### config.mk
export PLATFORM = sky130hd
export DESIGN_NAME = cla_pipe_adder
export DESIGN_NICKNAME = d
export VERILOG_FILES = /design/src/rtl/alu_pkg.sv /design/src/rtl/cla4_gp.sv /design/src/rtl/cla_pipe_adder.sv
export SDC_FILE = /design/constraint.sdc
export NUM_CORES = 1
export LEC_CHECK = 0
export ABC_AREA = 1
export CAP_MARGIN = 0
export CORE_ASPECT_RATIO = 0.8
export CORE_MARGIN = 1.5
export CORE_UTILIZATION = 40
export CTS_CLUSTER_SIZE = 24
export DETAILED_ROUTE_END_ITERATION = 8
export MAX_ROUTING_LAYER = met4
export SETUP_SLACK_MARGIN = 0.2
export SYNTH_ARGS = -nofsm -noshare
export SYNTH_HDL_FRONTEND = slang
export SYNTH_SLANG_ARGS = --single-unit
### constraint.sdc
create_clock -name clk -period 4 [get_ports clk]
set_input_delay 0.6 -clock clk [delete_from_list [all_inputs] [get_ports clk]]
set_output_delay 0.6 -clock clk [all_outputs]
set_load 0.005 [all_outputs]
### src/rtl/alu_pkg.sv
// Shared ALU datapath constants: look-ahead group width, pipeline stage count
// and bit positions for consumers that bundle the adder flags into one vector.
package alu_pkg;

  localparam int GROUP_W  = 4;

  localparam int FLG_CO   = 0;
  localparam int FLG_OV   = 1;
  localparam int FLG_ZERO = 2;
  localparam int FLG_NEG  = 3;
  localparam int FLG_W    = 4;

  function automatic int stage_count(input int width, input int gps);
    return width / (GROUP_W * gps);
  endfunction

endpackage

### src/rtl/cla4_gp.sv
// Purely combinational 4-bit carry look-ahead group with group generate and
// group propagate outputs, so groups can be chained by a higher-level look-ahead.
module cla4_gp
  import alu_pkg::*;
(
  input  logic [GROUP_W-1:0] a,
  input  logic [GROUP_W-1:0] b,
  input  logic               ci,
  output logic [GROUP_W-1:0] sum,
  output logic [GROUP_W-1:0] carry,
  output logic               g,
  output logic               p
);

  logic [GROUP_W-1:0] gi;
  logic [GROUP_W-1:0] pi;

  assign gi = a & b;
  assign pi = a ^ b;

  // carry[i] is the carry into bit i, each expanded as a two-level sum of products
  assign carry[0] = ci;
  assign carry[1] = gi[0] | (pi[0] & ci);
  assign carry[2] = gi[1] | (pi[1] & gi[0]) | (pi[1] & pi[0] & ci);
  assign carry[3] = gi[2] | (pi[2] & gi[1]) | (pi[2] & pi[1] & gi[0])
                  | (pi[2] & pi[1] & pi[0] & ci);

  assign g = gi[3] | (pi[3] & gi[2]) | (pi[3] & pi[2] & gi[1])
           | (pi[3] & pi[2] & pi[1] & gi[0]);
  assign p = &pi;

  assign sum = pi ^ carry;

endmodule

### src/rtl/cla_pipe_adder.sv
// Pipelined carry-look-ahead adder/subtractor: GPS look-ahead groups per stage,
// one global advance signal, registered sum and flags at the last stage.
module cla_pipe_adder
  import alu_pkg::*;
#(
  parameter int WIDTH = 32,
  parameter int GPS   = 2
) (
  input  logic             clk,
  input  logic             reset_n,
  input  logic             in_valid,
  output logic             in_ready,
  input  logic [WIDTH-1:0] in_a,
  input  logic [WIDTH-1:0] in_b,
  input  logic             in_ci,
  input  logic             in_sub,
  output logic             out_valid,
  input  logic             out_ready,
  output logic [WIDTH-1:0] out_sum,
  output logic             out_co,
  output logic             out_ov,
  output logic             out_zero,
  output logic             out_neg
);

  localparam int NS   = stage_count(WIDTH, GPS);
  localparam int NG   = WIDTH / GROUP_W;
  localparam int SW   = GROUP_W * GPS;
  localparam int NFWD = (NS > 1) ? NS - 1 : 1;

  logic             adv;
  logic [WIDTH-1:0] op_a   [NS];
  logic [WIDTH-1:0] op_b   [NS];
  logic [WIDTH-1:0] sum_in [NS];
  logic             cin    [NS];
  logic             vld_in [NS];

  logic [WIDTH-1:0]   grp_sum;
  logic [NG-1:0]      grp_g;
  logic [NG-1:0]      grp_p;
  logic [NG-1:0]      grp_ci;
  logic [GROUP_W-1:0] grp_carry [NG];

  logic             vld_q [NS];
  logic [WIDTH-1:0] sum_q [NS];
  logic [WIDTH-1:0] a_q   [NFWD];
  logic [WIDTH-1:0] b_q   [NFWD];
  logic             c_q   [NFWD];
  logic [FLG_W-1:0] flg_q;

  // A stall anywhere freezes the whole pipe, so ready depends only on the output slot
  assign adv       = !out_valid || out_ready;
  assign in_ready  = adv;
  assign out_valid = vld_q[NS-1];
  assign out_sum   = sum_q[NS-1];
  assign out_co    = flg_q[FLG_CO];
  assign out_ov    = flg_q[FLG_OV];
  assign out_zero  = flg_q[FLG_ZERO];
  assign out_neg   = flg_q[FLG_NEG];

  for (genvar gi = 0; gi < NG; gi++) begin : g_grp
    cla4_gp u_grp (
      .a     (op_a[gi/GPS][gi*GROUP_W +: GROUP_W]),
      .b     (op_b[gi/GPS][gi*GROUP_W +: GROUP_W]),
      .ci    (grp_ci[gi]),
      .sum   (grp_sum[gi*GROUP_W +: GROUP_W]),
      .carry (grp_carry[gi]),
      .g     (grp_g[gi]),
      .p     (grp_p[gi])
    );
  end

  for (genvar s = 0; s < NS; s++) begin : g_stage
    localparam logic [WIDTH-1:0] LO_CUR  = {WIDTH{1'b1}} >> (WIDTH - (s + 1) * SW);
    localparam logic [WIDTH-1:0] LO_PREV = {WIDTH{1'b1}} >> (WIDTH - s * SW);
    localparam logic [WIDTH-1:0] SLICE   = LO_CUR & ~LO_PREV;

    logic [GPS:0]     cc;
    logic [WIDTH-1:0] sum_nxt;

    if (s == 0) begin : g_entry
      assign op_a[s]   = in_a;
      assign op_b[s]   = in_sub ? ~in_b : in_b;
      assign cin[s]    = in_sub | in_ci;
      assign sum_in[s] = '0;
      assign vld_in[s] = in_valid;
    end else begin : g_link
      assign op_a[s]   = a_q[s-1];
      assign op_b[s]   = b_q[s-1];
      assign cin[s]    = c_q[s-1];
      assign sum_in[s] = sum_q[s-1];
      assign vld_in[s] = vld_q[s-1];
    end

    // cc[j] is the carry into group j of this stage, each one a flat G/P product sum
    always_comb begin
      logic term;
      cc   = '0;
      term = 1'b0;
      for (int j = 0; j <= GPS; j++) begin
        cc[j] = cin[s];
        for (int i = 0; i < j; i++) cc[j] = cc[j] & grp_p[s*GPS+i];
        for (int i = 0; i < j; i++) begin
          term = grp_g[s*GPS+i];
          for (int m = i + 1; m < j; m++) term = term & grp_p[s*GPS+m];
          cc[j] = cc[j] | term;
        end
      end
    end

    for (genvar j = 0; j < GPS; j++) begin : g_ci
      assign grp_ci[s*GPS+j] = cc[j];
    end

    assign sum_nxt = sum_in[s] | (grp_sum & SLICE);

    always_ff @(posedge clk or negedge reset_n) begin
      if (!reset_n) begin
        vld_q[s] <= 1'b0;
        sum_q[s] <= '0;
      end else if (adv) begin
        vld_q[s] <= vld_in[s];
        sum_q[s] <= sum_nxt;
      end
    end

    if (s < NS - 1) begin : g_fwd
      always_ff @(posedge clk or negedge reset_n) begin
        if (!reset_n) begin
          a_q[s] <= '0;
          b_q[s] <= '0;
          c_q[s] <= 1'b0;
        end else if (adv) begin
          a_q[s] <= op_a[s] & ~LO_CUR;
          b_q[s] <= op_b[s] & ~LO_CUR;
          c_q[s] <= cc[GPS];
        end
      end
    end else begin : g_last
      // Flags come from the completed sum, so nothing from in_* reaches out_* unregistered
      always_ff @(posedge clk or negedge reset_n) begin
        if (!reset_n) begin
          flg_q <= '0;
        end else if (adv) begin
          flg_q[FLG_CO]   <= cc[GPS];
          flg_q[FLG_OV]   <= cc[GPS] ^ grp_carry[NG-1][GROUP_W-1];
          flg_q[FLG_ZERO] <= (sum_nxt == '0);
          flg_q[FLG_NEG]  <= sum_nxt[WIDTH-1];
        end
      end
    end
  end

endmodule

==> results of run 1 <==
[cell type report]
class                   count  area [um^2]  area share
repair buffers            115         1155      0.1098
flip-flops and latches    186         4654      0.4424
inverters                  70        267.8     0.02545
multi-input cells         686         3507      0.3334
well taps                 275        344.1     0.03271
clock inverters            12        135.1     0.01284
clock buffers              20        456.7     0.04341
[worst max-delay path by stage]
stage	slack [ns]	end
CTS	1.16	in_ready
global placement	1.08	sum_in[67]
floorplan	1.43	sum_in[69]
detailed placement	1.05	sum_in[67]
finish	1.19	in_ready
global route	1.08	in_ready
[worst max-delay path: stages]
cell,delay (ns)
clkdlybuf4s50_1,0.45
or2_4,0.52
clkdlybuf4s50_1,0.62
[report_power, final]
part	leakage, nW	switching, mW	internal, mW	total [mW]
sequential	2.25	0.484	2.72	3.20
combinational	2.61	1.70	1.37	3.07
clock	0.292	0.737	0.962	1.70
total	5.16	2.92	5.05	7.97
[cell families (layout without fill, tap and decap cells)]
kind of cell	after synthesis	in the layout	synth area share
flip-flops	186	186	0.5298
AO/OA/AOI/OAI	142	142	0.08459
buffers and inverters	116	217	0.07135
AND/OR/NAND/NOR	463	463	0.2096
adder cells (fa/ha/maj)	40	40	0.06380
XOR/XNOR	41	41	0.04087
[flip-flops by register name, summed over array words and instances, names as in the netlist]
name       cells
sum_in        48
out_sum       31
b_q           48
a_q           48
flg_q          4
out_valid      1
c_q            3
vld_in         3
[metal layers]
| metal | global-route usage | vias to the layer above |
|---|---|---|
| met1 | 0.2372 | 2922 |
| met4 | 0.04911 | 0 |
| met3 | 0.03447 | 14 |
| met5 | - | - |
| met2 | 0.2440 | 87 |
| li1 | - | 3300 |
[placed cells by master (no fill, tap or decap), types with 2 or more instances in the layout]
| master | instances |
|---|---|
| xnor2_1 | 28 |
| and3_1 | 4 |
| xor2_1 | 13 |
| inv_6 | 5 |
| a21oi_1 | 13 |
| buf_12 | 2 |
| a21o_1 | 4 |
| nor2_1 | 32 |
| clkdlybuf4s50_1 | 105 |
| buf_4 | 6 |
| and2_0 | 2 |
| nand4_1 | 6 |
| nand3b_1 | 7 |
| o21ai_1 | 68 |
| nand2_1 | 386 |
| nand3_1 | 21 |
| or2_2 | 2 |
| dfrtp_1 | 186 |
| o21ai_0 | 44 |
| a31oi_1 | 9 |
| clkinv_2 | 3 |
| ha_1 | 32 |
| clkbuf_8 | 3 |
| inv_1 | 69 |
| clkinv_4 | 2 |
| clkbuf_16 | 17 |
| fa_1 | 8 |
| bufinv_16 | 2 |
==> reports/summary.md, run 1 <==
- finished, final reports clean — outcome
- 0.2375 ns — minimum hold slack
- 1364 — post-layout instance count excluding filler cells
- 0 — count of final setup violators
- 0.07 ns — post-CTS clock slew at the launch and capture registers of the worst setup and hold paths
- 135.6 um — Vert. Die Dim
- 4 — number of levels in the clock H-tree
- 21560 um^2 — area of the core
- primary output — kind of capture point of the worst setup path
- 186 — register bit count reported by yosys
- 0.01450 ns — skew final
- 108 — boundary pin count
- 0 — number of pins with negative max-slew slack in the final report
- 0.3520 mV — maximum vdd ir drop
- nand2_1 — cell with the most instances after synthesis
- 11830 um — post-detail-place hpwl
- in -> async — worst hold path type
- 0.04316 — share of final-layout standard cells stronger than drive strength 1
- yes — clock tree from TritonCTS
- 6047 — vias in the first global route
- 0.4075 — initial core utilization
- 4.636 — Vias per Instance
- 12.70 um — routed len/inst
- 19.74% — layout-stage area growth over the synthesis result
- 168.7 um — overall die width
- clkbuf_16 — cell chosen for the clock root
- 1.47 ns — Reg2Reg Setup Slack
- 31 — number of distinct library cell variants in the gate-level netlist after synthesis
- primary input — kind of start point of the critical path
- 48 — count of standard-cell rows
- 0 — post-CTS setup repair buffer count
- 1.050 ns — worst slack after detailed placement
- dfrtp_1 53%, nand2_1 16%, ha_1 4.6% — dominant cells by area after synthesis
- 1098 — post-synth net total
- 0.7575 — global placer's final weighted congestion
- 7.966 mW — Power, Total
- 186 — clock tree sinks
- 0.5298 — Seq/Total Area, Yosys
- 22870 um^2 — Die Area
- 575 um — met3 layer wire length in the routed design
- 0.43 ns — clock latency on the worst-skew pair
- 2.815 ns — Period minus WS final
- 10520 um^2 — Final Cell Area
- 0 — total global routing overflow
- 355.2 MHz — highest clock rate
- 61 — largest fanout on the critical path
- 0.4419 — remaining max-slew budget at the tightest pin
- 2058 — fillcell total
- 1332 — count of placed standard cells including taps
- 0.8372 ns — transition time at the pin with the least slew margin
- 2.21 ns — Arrival @ worst endpoint
- 0 — Inserted Diodes
- 17320 um — detailed-route wire length
- 107 — buffers added on ports
- 757.2 nW/um^2 — total power per unit cell area
- 0 — post-route antenna net violation count
- 0 — number of endpoints with negative hold slack in the final report
- 988 — gate count of the mapped netlist
- 0.1680 — total routing usage reported by global routing
- 8786 um^2 — area of the mapped netlist
- 1.000 — share of async-settable or async-resettable flops after synthesis
- 0 — count of hold buffers inserted by post-cts repair
- 0 — Syn. warnings
- no — unrepaired setup endpoints after global routing
- 2 — buffer depth of the longest clock path
- 9290 um — wire length on met1
- 0 — number of enable flip-flop cells after synthesis
- 0.5298 — fraction of post-synthesis cell area in the top cell type by area
- 8.893 um^2 — mean cell area of the mapped netlist
- out_ready — origin of the worst setup path
- 0.4879 — post-route core utilization
- 1.185 ns — final worst setup slack
- met4 — highest metal layer with signal wires
- dfrtp_1 — cell type contributing the most total cell area after synthesis
- 29750 um — wire length of the first global-routing pass
- a_q[25] — reg-to-reg startpoint
- 7280 um — met2 wire len
- 391 — DR iter-0 viols
- 0 — total DRC errors in the routed layout
- dfrtp_1 — Most used DFF post-synth
- 4 — first-pass iteration count of the detailed router
- 386 x nand2_1, 186 x dfrtp_1, 69 x inv_1 — commonest cells in the synthesized netlist
- 14 — worst r2r path cells
- 0 ns — Setup TNS Final
- 6323 — via count
- 0.7037 — fraction of the cycle the final worst path needs
- 0 — post-cts gate resize count
- 9928 um^2 — standard cell area after detailed placement
- 0 — # Max-Cap Violations
- 5.158 nW — leakage power of the design
- 1186 — final-stage net count
- 17 — CTS Buf Count
- 3.40 ns — required time of the critical path
- 0 — initial antenna violation count
- in -> out — type of the worst setup path
- flg_q[2] — Worst R2R End
- 103 — pin count of the biggest net entering global routing
Note: power is estimated with default switching activity, not from simulation.
==> inputs of run 2 (changes only) <==
clock period = 2.55 ns   (was 4 ns; I/O delays follow)
==> run 2 against run 1 <==
  * Power rose by 61%
  * Count of clock-buffer cells in the layout shrank 3
  * Worst hold slack better by 0.22 ns
  * Register-to-register slack lost 1.2 ns
  * Combinational power up 64%
  * Cell area rose by 1.8%
  * Worst setup slack worse by 0.90 ns
  * Global-route usage up 0.47 points
  * First-iteration DRC count down 1.3%
  * Die area stayed put
  * Sequential share of layout area shrank 0.79 points
  * Critical path type is now reg -> reg
==> reports/summary.md, run 2 (same netlist as run 1, synthesis figures left out) <==
- 168.7 um — overall die width, unchanged
- 14 — worst r2r path cells, unchanged
- reg -> reg — worst hold path type, was in -> async
- 0.43 ns — clock latency on the worst-skew pair, about the same
- 386 x nand2_1, 186 x dfrtp_1, 105 x clkdlybuf4s50_1 — leading cell types in the layout, fill and taps excluded, unchanged
- 5 — largest fanout on the critical path, was 61
- 0 — total DRC errors in the routed layout, unchanged
- 0 — count of final setup violators, unchanged
- 0.6017 ns — transition time at the pin with the least slew margin, was 0.8372 ns
- 0 — worst path bufs/invs, was 2
- 8.124 mW — Int Power, was 5.047 mW
- yes — unrepaired setup endpoints after global routing, was no
- 0 — number of endpoints with negative hold slack in the final report, unchanged
- 135.6 um — Vert. Die Dim, unchanged
- 0.2868 ns — final worst setup slack, was 1.185 ns
- 386 — DR iter-0 viols, was 391
- -0.01024 ns — worst slack after detailed placement, was 1.050 ns
- 0 — Inserted Diodes, unchanged
- 22870 um^2 — Die Area, unchanged
- 72 — pin count of the biggest net entering global routing, was 103
- 0.5989 — remaining max-slew budget at the tightest pin, was 0.4419
- 0.1727 — total routing usage reported by global routing, was 0.1680
- 0.215 — clock network power share, was 0.213
- 4.711 mW — switching power, was 2.919 mW
- 4 — number of levels in the clock H-tree, unchanged
- 12310 um — post-detail-place hpwl, was 11830 um
- 17 — CTS Buf Count, unchanged
- nand2_1 — Most Frequent Cell on Critical Path, was clkdlybuf4s50_1
- 2.63 ns — Arrival @ worst endpoint, was 2.21 ns
- 108 — boundary pin count, unchanged
- 12.84 mW — Power, Total, was 7.966 mW
- finished, final reports clean — outcome, unchanged
- 6147 — vias in the first global route, was 6047
- 0.4615 ns — minimum hold slack, was 0.2375 ns
- 48 — count of standard-cell rows, unchanged
- 4 — first-pass iteration count of the detailed router, unchanged
- 0 — # Max-Cap Violations, unchanged
- 0.4968 — post-route core utilization, was 0.4879
- 0.01198 ns — skew final, was 0.01450 ns
- 0 — number of pins with negative max-slew slack in the final report, unchanged
- 0.394 — part of the power in registers, was 0.402
- 0 ns — Setup TNS Final, unchanged
- 0.29 ns — Reg2Reg Setup Slack, was 1.47 ns
- 186 — clock tree sinks, unchanged
- simple AND/OR/NAND/NOR gates — gate family responsible for the most delay along the worst path, was buffers and inverters
- 0 — post-route antenna net violation count, unchanged
- 5.223 nW — leakage power of the design, was 5.158 nW
- 441.9 MHz — highest clock rate
- 10710 um^2 — Final Cell Area, was 10520 um^2
- yes — clock tree from TritonCTS, unchanged
- 0.8875 — fraction of the cycle the final worst path needs
- 6446 — via count, was 6323
- 14 — path length in cells of the critical path, was 3
- reg -> reg — type of the worst setup path, was in -> out
- 21.92% — layout-stage area growth over the synthesis result, was 19.74%
- clkbuf_16 — cell chosen for the clock root, unchanged
- 0.391 — Comb power frac, was 0.385
- 1372 — post-layout instance count excluding filler cells, was 1364
- 0.4400 mV — maximum vdd ir drop, was 0.3520 mV
- 0.3670 — Switching Fraction, was 0.3664
- ha_4, nand2_1, nand2_1, nor2_2, nand3_2, fa_1, nor2_1, and2_0, nand2_1, nor2_1, nand3_1, nor2_2, nand3_1, nand2_1 — crit path cell chain, was clkdlybuf4s50_1, or2_4, clkdlybuf4s50_1
- nand2_1 — most common cell after layout, fill and taps aside, unchanged
- 17770 um — detailed-route wire length, was 17320 um
- 0.7639 — global placer's final weighted congestion, was 0.7575
- fa_1 — worst-path cell with the longest stage delay, was clkdlybuf4s50_1
- 2.92 ns — required time of the critical path, was 3.40 ns
- 0.08 ns — post-CTS clock slew at the launch and capture registers of the worst setup and hold paths, was 0.07 ns
- 1195 — final-stage net count, was 1186
- 21560 um^2 — area of the core, unchanged
- 0 — initial antenna violation count, unchanged
- 2 — buffer depth of the longest clock path, unchanged
- 0.05469 — share of final-layout standard cells stronger than drive strength 1, was 0.04316
- 2 — hold path depth
- register — kind of start point of the critical path, was primary input
- 1198 nW/um^2 — total power per unit cell area, was 757.2 nW/um^2
- 0.47 ns — max incr delay on CP, was 0.62 ns
- 30570 um — wire length of the first global-routing pass, was 29750 um
- 0.4075 — initial core utilization, unchanged
- 12.95 um — routed len/inst, was 12.70 um
- register — kind of capture point of the worst setup path, was primary output
- 1339 — count of placed standard cells including taps, was 1332
- 2.263 ns — Period minus WS final
- 4.698 — Vias per Instance, was 4.636
- 107 — buffers added on ports, unchanged
- 10040 um^2 — standard cell area after detailed placement, was 9928 um^2
- 0 — total global routing overflow, unchanged
run 2: per-layer routing:
layer  GRT usage  vias to the layer above  share of wire
met2      0.2507                       93           0.43
met3     0.02980                       13          0.022
li1            -                     3332              -
met5           -                        -              0
met4     0.05060                        0         0.0088
met1      0.2477                     3008           0.54
run 2: what timing repair did:
item | in CTS | in global routing
setup endpoints to repair | 1 | 1
pin swaps | 0 | 1
hold buffers | 1 | 0
resized for setup | 3 | 2
endpoints found under the hold margin | 31 | 0
setup buffers | 0 | 1
run 2: power by group through the flow:
| stage | Combinational [mW] | Clock, mW | Sequential [mW] |
|---|---|---|---|
| after floorplan | 3.49 | 0 | 4.90 |
| after global placement | 4.90 | 0 | 5.05 |
| after CTS | 5.06 | 2.83 | 5.06 |
| after global routing | 5.82 | 2.94 | 5.23 |
| final | 5.02 | 2.76 | 5.05 |
| after detailed placement | 4.99 | 0 | 5.08 |
run 2: final timing paths:
check | startpoint | endpoint
max | a_q[27] | flg_q[2]
min | vld_in[0] | out_valid
max reg2reg | a_q[27] | flg_q[2]
min reg2reg | vld_in[0] | out_valid
max in group asynchronous | reset_n | sum_in[13]
min in group asynchronous | reset_n | b_q[61]
run 2: worst reg2reg max path, stage by stage (launching register included):
cell	delay, ns
dfrtp_1	0.41
ha_4	0.27
nand2_1	0.06
nand2_1	0.06
nor2_2	0.11
nand3_2	0.12
fa_1	0.48
nor2_1	0.10
and2_0	0.12
nand2_1	0.06
nor2_1	0.09
nand3_1	0.10
nor2_2	0.11
nand3_1	0.08
nand2_1	0.06
run 2: layout make-up:
class,count,area (um^2)
Multi-Input combinational cell,686,3550
Tap cell,275,344.1
Sequential cell,186,4654
Clock buffer,17,425.4
Timing Repair Buffer,124,1287
Clock inverter,14,182.7
Fill cell,2069,10850
Inverter,70,267.8
